===== src/rtl/parity_pkg.sv =====
// Shared types, widths and helpers for the parity receive/check datapath.
package parity_pkg;

   localparam int DEFAULT_DATA_WIDTH = 16;
   localparam int DEFAULT_SEL_WIDTH  = 3;

   typedef enum logic [1:0] {
      IDLE  = 2'd0,
      SHIFT = 2'd1,
      STOP  = 2'd2
   } rx_state_t;

   // Two data words, the select field and the parity bit.
   function automatic int frame_bits(input int dw, input int sw);
      return 2 * dw + sw + 1;
   endfunction

endpackage


===== src/rtl/parity_shift_reg.sv =====
// MSB-first serial-in shift register with shift enable and synchronous clear.
module parity_shift_reg #(
   parameter int WIDTH = 8
) (
   input  logic             clk,
   input  logic             rst,
   input  logic             clear,
   input  logic             shift_en,
   input  logic             din,
   output logic [WIDTH-1:0] q
);

   logic [WIDTH-1:0] shift_q;
   logic [WIDTH-1:0] shift_d;

   always_comb begin
      shift_d = shift_q;
      if (clear) begin
         shift_d = '0;
      end else if (shift_en) begin
         shift_d = {shift_q[WIDTH-2:0], din};
      end
   end

   always_ff @(posedge clk or posedge rst) begin
      if (rst) begin
         shift_q <= '0;
      end else begin
         shift_q <= shift_d;
      end
   end

   assign q = shift_q;

endmodule


===== src/rtl/parity_frame_rx.sv =====
// Serial frame receiver feeding parity_core: d1, d2, sel, parity, MSB-first.
// Optional stop-bit check with framing error output: PARITY_RX_STOP_CHECK_EN.
module parity_frame_rx
   import parity_pkg::*;
#(
   parameter int DATA_WIDTH = DEFAULT_DATA_WIDTH,
   parameter int SEL_WIDTH  = DEFAULT_SEL_WIDTH
) (
   input  logic                  clk_ip,
   input  logic                  rst_ip,
   input  logic                  start_ip,
   input  logic                  bit_valid_ip,
   input  logic                  serial_ip,
   output logic [DATA_WIDTH-1:0] data_op_1,
   output logic [DATA_WIDTH-1:0] data_op_2,
   output logic [SEL_WIDTH-1:0]  sel_op,
   output logic                  parity_op,
   output logic                  frame_valid_op,
`ifdef PARITY_RX_STOP_CHECK_EN
   output logic                  framing_err_op,
`endif
   output logic                  busy_op
);

   localparam int FRAME_BITS = frame_bits(DATA_WIDTH, SEL_WIDTH);
   localparam int CNT_W      = $clog2(FRAME_BITS + 1);
   localparam logic [CNT_W-1:0] LAST_BIT = CNT_W'(FRAME_BITS - 1);

   // Without the stop check the final bit is taken straight from serial_ip,
   // so the register only needs to hold the bits before it.
`ifdef PARITY_RX_STOP_CHECK_EN
   localparam int SR_W = FRAME_BITS;
`else
   localparam int SR_W = FRAME_BITS - 1;
`endif

   rx_state_t             state_q;
   rx_state_t             state_d;
   logic [CNT_W-1:0]      count_q;
   logic [CNT_W-1:0]      count_d;
   logic [SR_W-1:0]       sr_q;
   logic                  sr_clear;
   logic                  sr_shift;
   logic                  load_fields;
   logic [FRAME_BITS-1:0] frame_word;

   logic [DATA_WIDTH-1:0] data1_q;
   logic [DATA_WIDTH-1:0] data1_d;
   logic [DATA_WIDTH-1:0] data2_q;
   logic [DATA_WIDTH-1:0] data2_d;
   logic [SEL_WIDTH-1:0]  sel_q;
   logic [SEL_WIDTH-1:0]  sel_d;
   logic                  parity_q;
   logic                  parity_d;
   logic                  valid_q;
   logic                  valid_d;
`ifdef PARITY_RX_STOP_CHECK_EN
   logic                  err_q;
   logic                  err_d;
`endif

   parity_shift_reg #(
      .WIDTH(SR_W)
   ) u_shift_reg (
      .clk      (clk_ip),
      .rst      (rst_ip),
      .clear    (sr_clear),
      .shift_en (sr_shift),
      .din      (serial_ip),
      .q        (sr_q)
   );

   always_ff @(posedge clk_ip or posedge rst_ip) begin
      if (rst_ip) begin
         state_q <= IDLE;
         count_q <= '0;
      end else begin
         state_q <= state_d;
         count_q <= count_d;
      end
   end

   // A start strobe restarts reception from any state and masks a coincident bit.
   always_comb begin
      state_d = state_q;
      count_d = count_q;
      if (start_ip) begin
         state_d = SHIFT;
         count_d = '0;
      end else begin
         case (state_q)
            SHIFT: begin
               if (bit_valid_ip) begin
                  if (count_q == LAST_BIT) begin
                     count_d = '0;
`ifdef PARITY_RX_STOP_CHECK_EN
                     state_d = STOP;
`else
                     state_d = IDLE;
`endif
                  end else begin
                     count_d = count_q + CNT_W'(1);
                  end
               end
            end
`ifdef PARITY_RX_STOP_CHECK_EN
            STOP: begin
               if (bit_valid_ip) begin
                  state_d = IDLE;
               end
            end
`endif
            default: begin
            end
         endcase
      end
   end

   always_comb begin
      sr_clear = start_ip;
      sr_shift = !start_ip && (state_q == SHIFT) && bit_valid_ip;
`ifdef PARITY_RX_STOP_CHECK_EN
      load_fields = !start_ip && (state_q == STOP) && bit_valid_ip && serial_ip;
      err_d       = !start_ip && (state_q == STOP) && bit_valid_ip && !serial_ip;
      frame_word  = sr_q;
`else
      load_fields = sr_shift && (count_q == LAST_BIT);
      frame_word  = {sr_q, serial_ip};
`endif
      valid_d  = load_fields;
      data1_d  = data1_q;
      data2_d  = data2_q;
      sel_d    = sel_q;
      parity_d = parity_q;
      if (load_fields) begin
         data1_d  = frame_word[FRAME_BITS-1 -: DATA_WIDTH];
         data2_d  = frame_word[FRAME_BITS-1-DATA_WIDTH -: DATA_WIDTH];
         sel_d    = frame_word[SEL_WIDTH:1];
         parity_d = frame_word[0];
      end
   end

   always_ff @(posedge clk_ip or posedge rst_ip) begin
      if (rst_ip) begin
         data1_q  <= '0;
         data2_q  <= '0;
         sel_q    <= '0;
         parity_q <= 1'b0;
         valid_q  <= 1'b0;
`ifdef PARITY_RX_STOP_CHECK_EN
         err_q    <= 1'b0;
`endif
      end else begin
         data1_q  <= data1_d;
         data2_q  <= data2_d;
         sel_q    <= sel_d;
         parity_q <= parity_d;
         valid_q  <= valid_d;
`ifdef PARITY_RX_STOP_CHECK_EN
         err_q    <= err_d;
`endif
      end
   end

   assign data_op_1      = data1_q;
   assign data_op_2      = data2_q;
   assign sel_op         = sel_q;
   assign parity_op      = parity_q;
   assign frame_valid_op = valid_q;
   assign busy_op        = (state_q != IDLE);
`ifdef PARITY_RX_STOP_CHECK_EN
   assign framing_err_op = err_q;
`endif

endmodule


===== config.mk =====
export PLATFORM = sky130hd
export DESIGN_NAME = parity_frame_rx
export DESIGN_NICKNAME = d
export VERILOG_FILES = /design/src/rtl/parity_pkg.sv /design/src/rtl/parity_shift_reg.sv /design/src/rtl/parity_frame_rx.sv
export SDC_FILE = /design/constraint.sdc
export NUM_CORES = 1
export LEC_CHECK = 0
export ABC_CLOCK_PERIOD_IN_PS = 8200
export CAP_MARGIN = 20
export CORE_MARGIN = 3
export CORE_UTILIZATION = 58
export DETAILED_ROUTE_END_ITERATION = 6
export PLACE_DENSITY = 0.87
export SLEW_MARGIN = 20
export SYNTH_ARGS = -nofsm -noshare
export SYNTH_HDL_FRONTEND = slang
export SYNTH_SLANG_ARGS = --single-unit

===== constraint.sdc =====
create_clock -name clk_ip -period 8.2 [get_ports clk_ip]
set_input_delay 2.05 -clock clk_ip [delete_from_list [all_inputs] [get_ports clk_ip]]
set_output_delay 2.05 -clock clk_ip [all_outputs]
set_load 0.03 [all_outputs]

==> impl_metrics.py <==
metrics = {
    "cts": {
        "cts_num_sinks": 79,
        "cts_setup_buffers": 0,
        "max-clock-path-buffers": 2,
        "postCtsHoldBufs": 0,
        "source_to_sink_clock_delay_at_the_later_pin_of_the_worst_skew_pair_ns": 0.33,
        "tritoncts": "built",
        "cts-buffers-inserted": 9,
        "cts.root.buffer_cell": "clkbuf_8",
        "cts.htree.levels": 3,
        "clkSlewWorstSetupHoldPaths_ns": 0.07,
        "cts_repair_resize_count": 0,
    },
    "sta": {
        "timing.fmax_ghz": 0.216,
        "max-slew-margin-rel_pct": 36.3,
        "setup_ws_ns": 3.56,
        "worst_slew_pin_slew_ns": 0.956,
        "period_minus_slack_ns": 4.64,
        "rsz0062_at_grt": "no",
        "finalCritPeriodShare_pct": 56.6,
        "final_max_slew_viol_count": 0,
        "finalClockSkew_ns": 0.00588,
        "finalSetupViolations": 0,
        "final_hold_viol_count": 0,
        "fin_tns_setup_ns": 0,
    },
    "floorplan": {
        "io_pins": 43,
        "floorplan.initialDensity_pct": 61.0,
        "core-area_um2": 5170,
        "floorplan.die_area_um2": 6360,
        "die_w_um": 79.7,
        "dieHeight_um": 79.7,
        "fp-row-count": 26,
    },
    "critical_path": {
        "timing.critical_path.required_ns": 8.41,
        "timing.reg2reg.setup_slack_ns": 5.40,
        "worst_setup_path_start_kind": "input pin",
        "rr_startpoint": "state_q[0]",
        "timing.setup.critical_path_class": "input pin to register",
        "startpoint": "bit_valid_ip",
        "critical_path.reg2reg.endpoint": "data_op_1[14]",
        "critical_path.endpoint": "data_op_1[14]",
        "arrival_ns": 4.85,
        "critPathMaxFanout": 40,
        "r2r_worst_path_depth": 4,
        "critical_path.endpoint_type": "register",
    },
    "drt": {
        "drtAntennaViolNets": 0,
        "routed_wirelength_um": 5780,
        "drt_pre_antenna_iters": 4,
        "post_drt_via_cell_ratio": 5.56,
        "via_count": 2148,
        "detail_route.drc_violations": 0,
        "wire_per_inst_um": 15.0,
        "drtIter0Drc": 175,
    },
    "power_and_ir_drop": {
        "total_leakage_power_nw": 1.68,
        "pwr_density_cell_nw_per_um2": 175,
        "peakVddDrop_mv": 0.114,
    },
    "placed_design": {
        "detailedPlacementHpwl_um": 3630,
        "numPortBuffers": 42,
        "placement.setup.worst_slack_ns": 3.26,
        "finalWeightedCongestion": 0.785,
        "place_inst": 372,
    },
    "grt": {
        "grt_start_max_net_pins": 80,
        "grt.overflow.total": 0,
        "vias_in_the_first_global_route": 2029,
        "grt_antenna_before_repair": 0,
        "grt_pass1_wl_um": 9670,
        "total_grt_usage_pct": 20.0,
    },
    "synth": {
        "seq_area_frac_synth_pct": 62.7,
        "syn_inst": 273,
        "synth-seq-cells": 79,
        "yosys.cell_types.count": 25,
        "synth.yosys.warnings": 0,
        "synth_area_per_cell_um2": 11.5,
        "synth_nets": 279,
        "synth_largest_type_area_fraction_pct": 62.7,
        "post_synth_instance_area_um2": 3150,
        "synth_top_area_cell": "dfrtp_1",
        "yosys-top-cells-area": "dfrtp_1 63%, mux2_2 12%, nand2_1 9.0%",
    },
    "layout": {
        "antenna_cells": 0,
        "final_layout_size_suffix_gt1_share_pct": 16.8,
        "fin_nets": 319,
        "area_delta_synth_final_pct": 19.5,
        "post_layout_nonfiller_instances": 386,
        "mostFrequentLayoutCells": "79 x dfrtp_1, 76 x nand2_1, 42 x clkdlybuf4s50_1",
        "layout_commonest_cell": "dfrtp_1",
    },
    "job": {
        "drv_cap": 0,
    },
    "hold_path": {
        "holdCritPathClass": "register to register",
    },
    "status": {
        "status": "finished, final reports clean",
    },
}
state kept, by name, indices dropped and copies added (netlist names):
register        cells
data_op_2          16
sel_op              3
data_op_1          16
state_q             1
count_q             6
frame_valid_op      1
u_shift_reg.q      35
parity_op           1
power by group:
part / internal, mW / leakage, nW / switching [mW]
sequential: 0.391 / 1.10 / 0.00122
combinational: 0.00462 / 0.493 / 0.0186
clock: 0.123 / 0.0854 / 0.121
metal layers:
metal	global-route usage (%)	wire length, um
met5	0	0
met4	6.76	74
met3	5.30	246
met2	30.9	2850
met1	27.6	2600
how the worst min path moves through the flow:
| stage | start | end | slack (ns) | depth (start not counted) |
|---|---|---|---|---|
| floorplan | u_shift_reg.q[34] | data_op_1[15] | 0.48 | 1 |
| global placement | data_op_2[7] | data_op_2[7] | 0.47 | 1 |
| detailed placement | data_op_2[12] | data_op_2[12] | 0.48 | 1 |
| CTS | data_op_2[12] | data_op_2[12] | 0.50 | 1 |
| global route | data_op_2[12] | data_op_2[12] | 0.52 | 1 |
| finish | data_op_2[12] | data_op_2[12] | 0.50 | 1 |
final cells by class:
cell class	instances	area, um2
clock buffer	13	159
clock inverter	1	5.00
fill	358	1410
inverter	3	12.5
multi-input combinational	174	1080
sequential	79	1980
tap	70	87.6
timing repair buffer	46	450
cells in the mapped netlist:
master and number:
nand2_2 1, buf_6 3, nand3_1 2, clkbuf_1 7, ha_1 1, nor4_4 1
o32a_1 1, mux2_1 3, and4b_1 1, or4bb_1 1, inv_1 3, o211ai_1 1
nand4bb_4 1, o21ai_0 3, mux2_2 33, nand2_1 76, or3_1 2, nor2_1 2
o31ai_1 2, and2_1 1, nand2b_1 2, buf_1 5, buf_2 2, dfrtp_1 79
a21oi_1 40
per-stage QoR:
stage	total power [mW]	area, um2	util [%]	hold WS, ns
2_1_floorplan	0.416	3150	-	0.479
3_3_place_gp	0.422	3600	69.7	0.473
3_5_place_dp	0.423	3600	69.7	0.484
4_1_cts	0.666	3770	72.8	0.499
5_1_grt	0.688	3770	72.8	0.522
6_report	0.659	3770	72.8	0.501
worst max-delay path, cell delays in order:
cell             delay, ns
clkdlybuf4s50_1       0.57
nand2_2               0.48
nor4_4                0.90
buf_4                 0.46
mux2_2                0.38
logic make-up after synthesis:
kind of cell,synth area share (%)
buf+inv,3.17
simple gates,13.0
mux,12.9
compound gates,7.86
fa+ha+maj,0.397
flops,62.7
Power figures use the tool's default switching activity.
